## src/rtl/campfire_checkpoint.sv

```systemverilog
// Campfire checkpoint: lights a campfire after the player lingers nearby for
// ARM_FRAMES frames, animates its flame, and answers respawn position requests.
module campfire_checkpoint #(
  parameter int PROX_X      = 16,
  parameter int PROX_Y      = 24,
  parameter int ARM_FRAMES  = 30,
  parameter int FLICKER_DIV = 8,
  parameter int SPAWN_YOFF  = 8,
  parameter int DEFAULT_X   = 20,
  parameter int DEFAULT_Y   = 400
) (
  input  logic        sim_clk,
  input  logic        reset,
  input  logic        frame_tick,
  input  logic [31:0] campfireState,
  input  logic [31:0] playerState,
  input  logic        extinguish,
  input  logic        respawn_req,
  output logic        respawn_valid,
  output logic [31:0] respawnState,
  output logic        lit,
  output logic        lit_pulse,
  output logic [1:0]  flame_frame,
  output logic [7:0]  arm_count
);

  typedef enum logic [1:0] {UNLIT, ARMING, LIT} state_t;

  localparam logic [10:0] ProxX11   = 11'(PROX_X);
  localparam logic [10:0] ProxY11   = 11'(PROX_Y);
  localparam logic [7:0]  ArmTarget = 8'(ARM_FRAMES);
  localparam logic [7:0]  DivLast   = 8'(FLICKER_DIV - 1);
  localparam logic [9:0]  YOff10    = 10'(SPAWN_YOFF);
  localparam logic [31:0] DefaultSpawn = {10'(DEFAULT_X), 10'(DEFAULT_Y), 12'h000};

  state_t      state_q;
  logic [7:0]  armCount_q;
  logic [7:0]  armCount_d;
  logic [7:0]  divCount_q;
  logic [1:0]  flameFrame_q;
  logic        litPulse_q;
  logic        respawnValid_q;
  logic [31:0] respawnState_q;

  logic [9:0]  cx, cy, px, py;
  logic [10:0] dx, dy, absDx, absDy;
  logic [9:0]  spawnY;
  logic        near;
  logic        unusedBits;

  assign cx = campfireState[31:22];
  assign cy = campfireState[21:12];
  assign px = playerState[31:22];
  assign py = playerState[21:12];
  assign unusedBits = ^{campfireState[11:0], playerState[11:0]};

  // Zero-extended 11-bit differences cannot wrap; bit 10 is the sign.
  assign dx    = {1'b0, px} - {1'b0, cx};
  assign dy    = {1'b0, py} - {1'b0, cy};
  assign absDx = dx[10] ? (11'd0 - dx) : dx;
  assign absDy = dy[10] ? (11'd0 - dy) : dy;
  assign near  = (absDx <= ProxX11) && (absDy <= ProxY11);

  assign spawnY     = (cy >= YOff10) ? (cy - YOff10) : 10'd0;
  assign armCount_d = armCount_q + 8'd1;

  always_ff @(posedge sim_clk) begin
    if (!reset) begin
      state_q        <= UNLIT;
      armCount_q     <= 8'd0;
      divCount_q     <= 8'd0;
      flameFrame_q   <= 2'd0;
      litPulse_q     <= 1'b0;
      respawnValid_q <= 1'b0;
      respawnState_q <= DefaultSpawn;
    end else begin
      litPulse_q     <= 1'b0;
      respawnValid_q <= respawn_req;
      // The respawn source is the state before this edge's transition.
      if (respawn_req) begin
        respawnState_q <= (state_q == LIT) ? {cx, spawnY, 12'h000} : DefaultSpawn;
      end

      if (extinguish) begin
        state_q      <= UNLIT;
        armCount_q   <= 8'd0;
        divCount_q   <= 8'd0;
        flameFrame_q <= 2'd0;
      end else begin
        case (state_q)
          UNLIT: begin
            if (frame_tick && near) begin
              armCount_q <= 8'd1;
              if (ArmTarget == 8'd1) begin
                state_q    <= LIT;
                litPulse_q <= 1'b1;
              end else begin
                state_q <= ARMING;
              end
            end else begin
              armCount_q <= 8'd0;
            end
          end
          ARMING: begin
            if (frame_tick) begin
              if (near) begin
                armCount_q <= armCount_d;
                if (armCount_d == ArmTarget) begin
                  state_q    <= LIT;
                  litPulse_q <= 1'b1;
                end
              end else begin
                state_q    <= UNLIT;
                armCount_q <= 8'd0;
              end
            end
          end
          LIT: begin
            if (frame_tick) begin
              if (divCount_q == DivLast) begin
                divCount_q   <= 8'd0;
                flameFrame_q <= flameFrame_q + 2'd1;
              end else begin
                divCount_q <= divCount_q + 8'd1;
              end
            end
          end
          default: begin
            state_q    <= UNLIT;
            armCount_q <= 8'd0;
          end
        endcase
      end
    end
  end

  assign lit           = (state_q == LIT);
  assign lit_pulse     = litPulse_q;
  assign flame_frame   = flameFrame_q;
  assign arm_count     = armCount_q;
  assign respawn_valid = respawnValid_q;
  assign respawnState  = respawnState_q;

endmodule

```

## config.mk

```make
export PLATFORM = sky130hd
export DESIGN_NAME = campfire_checkpoint
export DESIGN_NICKNAME = d
export VERILOG_FILES = /design/src/rtl/campfire_checkpoint.sv
export SDC_FILE = /design/constraint.sdc
export NUM_CORES = 1
export LEC_CHECK = 0
export CAP_MARGIN = 40
export CORE_MARGIN = 2
export CORE_UTILIZATION = 45
export DETAILED_ROUTE_END_ITERATION = 10
export HOLD_SLACK_MARGIN = 0.1
export MAX_ROUTING_LAYER = met4
export PLACE_DENSITY = 0.83
export SLEW_MARGIN = 10
export SYNTH_ARGS = -nofsm -noshare
export SYNTH_HDL_FRONTEND = slang
export SYNTH_SLANG_ARGS = --single-unit
```

## constraint.sdc

```tcl
create_clock -name sim_clk -period 4.47 [get_ports sim_clk]
set_input_delay 0.447 -clock sim_clk [delete_from_list [all_inputs] [get_ports sim_clk]]
set_output_delay 0.447 -clock sim_clk [all_outputs]
set_load 0.01 [all_outputs]
```

; ---- Yosys cells after proc, flatten, opt, wreduce, memory -nomap -nowiden
; Index checks and enable logic that the tools add are counted.
[totals]
out_inout_bits = 45
inputBits = 69
regBits = 54
[classes]
muxes = 15
n_addsub = 8
reduce_logical = 9
magnitude_cmp = 3
n_bitwise = 5
eq_ne = 7
[op_table]
columns = op, n
row1 = 2-to-1 mux 32 bit, 1
row2 = 2-to-1 mux 8 bit, 3
row3 = case mux 8 bit (3 select lines), 1
row4 = "less-or-equal comparator 11 x 5 -> 1 bit, second input constant", 2
row5 = 2-to-1 mux 11 bit, 2
row6 = "subtractor 1 x 11 -> 11 bit, first input constant", 2
row7 = subtractor 10 x 10 -> 11 bit, 2
row8 = "adder 8 x 1 -> 8 bit, second input constant", 2
row9 = ">= comparator 10 x 4 -> 1 bit, second input constant", 1
row10 = 2-to-1 mux 10 bit, 1
row11 = "subtractor 10 x 4 -> 10 bit, second input constant", 1
row12 = "== test 8 x 3 -> 1 bit, second input constant", 1
row13 = "== test 8 x 5 -> 1 bit, second input constant", 1
row14 = 2-to-1 mux 2 bit, 4
row15 = case mux 2 bit (3 select lines), 1
row16 = inverter 1 bit, 5
row17 = OR reduction 5 bit, 1
row18 = "!= test 2 bit, second input constant", 2
row19 = AND reduction 2 bit, 2
row20 = AND reduction 4 bit, 1
row21 = "!= test 3 bit, second input constant", 1
row22 = AND reduction 3 bit, 1
row23 = "adder 2 x 1 -> 2 bit, second input constant", 1
row24 = "== test 2 x 1 -> 1 bit, second input constant", 1
row25 = 5 further kinds, 7

; ---- Longest topological paths before layout
[logic_depth]
ltp_word = 8
depth_mapped = 15

; ---- Least setup slack after synthesis
; No wires, ideal clock.
[synth_path]
path_type = input to register
from = in playerState[22]
to = reg armCount_q[4], in the netlist arm_count[4]
arrival_ps = 3227
path_slack_ps = 1169
n_path_buf = 1
required_ps = 4396
path_stages = 15
path_cell_list = inv_1 > ha_1 > inv_1 > fa_1 > a21o_1 > a221oi_1 > o21ai_1 > xnor2_1 > a41oi_1 > xor2_1 > o211ai_1 > nor4_4 > buf_6 > nand3_2 > a31oi_1
[synth_between]
elab_chain_len = 8
[synth_lines]
columns = item, line
row1 = start: declaration, 16  ; input logic [31:0] playerState,
row2 = subtractor 10 x 10 -> 11 bit (*), 58  ; assign dx = {1'b0, px} - {1'b0, cx};
row3 = subtractor 1 x 11 -> 11 bit, 60  ; assign absDx = dx[10] ? (11'd0 - dx) : dx;
row4 = 2-to-1 mux 11 bit (*), 60
row5 = less-or-equal comparator 11 x 5 -> 1 bit (*), 62  ; assign near = (absDx <= ProxX11) && (absDy <= ProxY11);
row6 = logical AND 1 bit (*), 62
row7 = 2-to-1 mux 8 bit (*), 106  ; if (near) begin
row8 = 2-to-1 mux 8 bit (*), 105  ; if (frame_tick) begin
row9 = case mux 8 bit (3 select lines) (*), 90  ; case (state_q)
row10 = end signal: assignment, 107  ; armCount_q <= armCount_d;
row11 = end: declaration, 37  ; logic [7:0] armCount_q;
; Every way passes the cells marked *; elsewhere a longest branch is shown, timed or not. The select of a mux whose other input is x is not followed.
; A chain may end at the register's enable or synchronous reset.

; ---- Worst setup path in the final report
[layout_path]
from = in campfireState[22]
to = reg armCount_q[3], in the netlist arm_count[3]
[layout_between]
elab_chain_len = 8
[layout_lines]
columns = item, line
row1 = start: declaration, 15  ; input logic [31:0] campfireState,
row2 = subtractor 10 x 10 -> 11 bit (*), 58
row3 = subtractor 1 x 11 -> 11 bit, 60
row4 = 2-to-1 mux 11 bit (*), 60
row5 = less-or-equal comparator 11 x 5 -> 1 bit (*), 62
row6 = logical AND 1 bit (*), 62
row7 = 2-to-1 mux 8 bit (*), 106
row8 = 2-to-1 mux 8 bit (*), 105
row9 = case mux 8 bit (3 select lines) (*), 90
; Marks and branches as above.

==> impl_metrics.toml <==
[timing]
fin_skew_ns = 0.00656
slew-limit-headroom_pct = 36.5
slew_violations = 0
rsz0062_at_grt = "false"
period_minus_slack_ns = 3.90
finalCritPeriodShare_pct = 87.2
hold_viol = 0
tns_ns = 0
clock.fmax_mhz = 257
worstMarginPinSlew_ns = 0.951
setup_violations = 0
hold_ws_ns = 0.465

[synthesis]
synthCells = 457
ys.flop_type = "dfxtp_1"
synth_edf_count = 0
synthDistinctLibCells = 64
ys_warn_count = 0
syn_avg_cell_area_um2 = 7.63
syn-cell-area_mm2 = 0.00349
ys_seq_area_share_pct = 24.1
ys_ff_latch = 42
async_flop_share_pct = 0

[detailed_routing]
first_iter_violations = 133
post_drt_wl_per_cell_um = 13.9
vias = 3477
via_per_inst = 5.48
drc = 0
ant_nets = 0
firstDrtPassIters = 4
wl_um = 8850

[power]
leakagePower_nw = 1.72
vdd_drop_max_uv = 204
power_density_mw_per_mm2 = 228

[placed_design]
post-dp-hpwl_um = 7030
gp_congestion = 0.877
port_buffers = 77
placed_cell_area_mm2 = 0.00433
dp_cells = 628

[global_routing]
grt_start_max_net_pins = 30
antenna_found_initial = 0
grt_overflow_total = 0
grt_pass1_vias = 3179
track_usage_pct = 21.0
grt_pass1_wl_um = 14500

[layout]
synthToLayoutAreaGrowth_pct = 27.4
antenna_cells = 0
fin_cells = 635
fin_util_pct = 58.4
drive_above_1_share_pct = 5.25
fin_area_mm2 = 0.00444
num-nets-final = 628
fill_cells = 702

[floorplanning]
pin_count = 114
die_area_mm2 = 0.00847
die-height_um = 92.0
floorplan.initialDensity_pct = 45.8
design.core.area_mm2 = 0.00761
num_rows = 32
die_w_um = 92.0

[cts]
postCtsSetupBuffers = 0
clock_sinks = 42
h-tree-depth = 2
clock_latency_ns = 0.29
cts_repair_resize_count = 0
cts_tree = "done"
clkTransAtPathRegs_ns = 0.08
postCtsHoldBufs = 0
cts.path.max_buffers = 2
cts_buffers = 5
root_buffer = "clkbuf_8"

[flow_run]
cap_violations = 0

[status]
status = "completed"

[setup_path]
rr_worst_depth = 7
setup.worst_path.class = "in2reg"
worst_ep_arrival_time_ns = 4.10
crit_path_end_kind = "flop"
critPathRequiredTime_ns = 4.67
worstSetupStartpointType = "input port"
critPathMaxFanout = 12

[hold_path]
hold_depth = 1
hp-class = "reg2reg"
-- synthesized netlist by cell type, drive strengths merged, types with 6 or more instances --
| cell type | number | share of area, % |
|---|---|---|
| nand3 | 30 | 4.7 |
| nand2b | 13 | 2.3 |
| ha | 24 | 8.6 |
| clkbuf | 10 | 1.1 |
| and3 | 9 | 1.8 |
| inv | 37 | 4.0 |
| nand2 | 44 | 4.7 |
| nor3 | 13 | 1.9 |
| o22ai | 6 | 1.1 |
| nor2b | 10 | 1.8 |
| a21boi | 8 | 1.7 |
| xor2 | 11 | 2.8 |
| buf | 14 | 3.0 |
| nor2 | 37 | 4.0 |
| and2 | 8 | 1.4 |
| nor4 | 6 | 1.9 |
| xnor2 | 15 | 4.0 |
| a21o | 7 | 1.5 |
| dfxtp | 42 | 24 |
| o21ai | 17 | 2.4 |
| a21oi | 31 | 4.5 |
-- sequential cells by signal, summed over array words and instances (netlist names) --
register and cells:
respawnState 20, arm_count 8, divCount_q 8, flame_frame 2, state_q 2, lit_pulse 1
respawn_valid 1
-- power by group --
| group | total, mW | leakage [nW] | switching [mW] | internal (mW) |
|---|---|---|---|---|
| Sequential | 0.374 | 0.339 | 0.000124 | 0.374 |
| Combinational | 0.336 | 1.33 | 0.188 | 0.147 |
| Clock | 0.300 | 0.0573 | 0.122 | 0.179 |
| Total | 1.01 | 1.72 | 0.310 | 0.700 |
-- metrics by stage --
step / worst slack, ns / power (mW)
CTS: 0.556 / 1.01
global route: 0.390 / 1.07
global placement: 0.362 / 0.703
detailed placement: 0.294 / 0.713
floorplan: 1.17 / 0.625
finish: 0.572 / 1.01
-- final timing paths --
check | start | endpoint | slack [ns]
max | campfireState[22] | arm_count[3] | 0.57
min | state_q[1] | state_q[0] | 0.46
max reg2reg | state_q[1] | arm_count[2] | 2.38
min reg2reg | state_q[1] | state_q[0] | 0.46
-- placed cells by master, fill, tap and decap left out, types with 3 or more instances in the layout --
cell type	Yosys	final
clkdlybuf4s50_1	0	77
nand2_1	44	44
dfxtp_1	42	42
inv_1	37	37
nor2_1	37	37
a21oi_1	31	31
nand3_1	27	27
ha_1	24	24
xnor2_1	14	14
nand2b_1	13	13
nor3_1	13	13
o21ai_0	13	13
conb_1	1	12
xor2_1	11	11
nor2b_1	10	10
a21boi_0	8	8
and2_1	8	8
and3_1	8	8
a21o_1	7	7
o22ai_1	6	6
clkbuf_8	0	6
o211ai_1	5	5
mux2i_1	5	5
a31oi_1	5	5
nor4_1	4	4
o21ai_1	4	4
buf_4	12	4
or2_2	3	3
o21a_1	3	3
o31ai_1	3	3
nand4_1	3	3
o21bai_1	3	3
nand3_2	3	3
-- critical path, stage by stage --
cell	delay (ns)
clkdlybuf4s50_1	0.53
ha_1	0.19
inv_1	0.05
fa_1	0.40
a21o_1	0.19
a221oi_1	0.41
buf_4	0.20
xnor2_1	0.19
a21oi_1	0.13
a41oi_1	0.28
xor2_1	0.17
o211ai_1	0.16
nor4_4	0.23
buf_4	0.23
nand3_1	0.09
a31oi_1	0.19
-- per-layer routing --
layer / up-vias / global-route usage, % / wire [um]
met2: 99 / 37.1 / 4480
met3: 20 / 2.71 / 349
met5: - / - / 0
met4: 0 / 7.46 / 227
li1: 1739 / - / -
met1: 1619 / 24.5 / 3790
-- cell type report --
cell class | count | area [um^2] | share of cell area, %
clock buffers | 6 | 82.6 | 1.86
well taps | 102 | 128 | 2.87
multi-input cells | 365 | 2400 | 54.2
clock inverters | 1 | 30.0 | 0.676
inverters | 37 | 139 | 3.13
repair buffers | 82 | 816 | 18.4
flip-flops and latches | 42 | 841 | 18.9
-- logic make-up (layout without fill, tap and decap cells) --
family / count (synthesis) / after routing / share of synthesized area [%]
buf+inv: 61 / 126 / 8.08
other cells: 1 / 12 / 0.108
xor+xnor: 26 / 26 / 6.75
simple gates: 182 / 182 / 27.0
compound gates: 113 / 113 / 22.4
mux: 6 / 6 / 1.76
fa+ha+maj: 26 / 26 / 9.76
flops: 42 / 42 / 24.1
(Power assumes the default switching activity.)
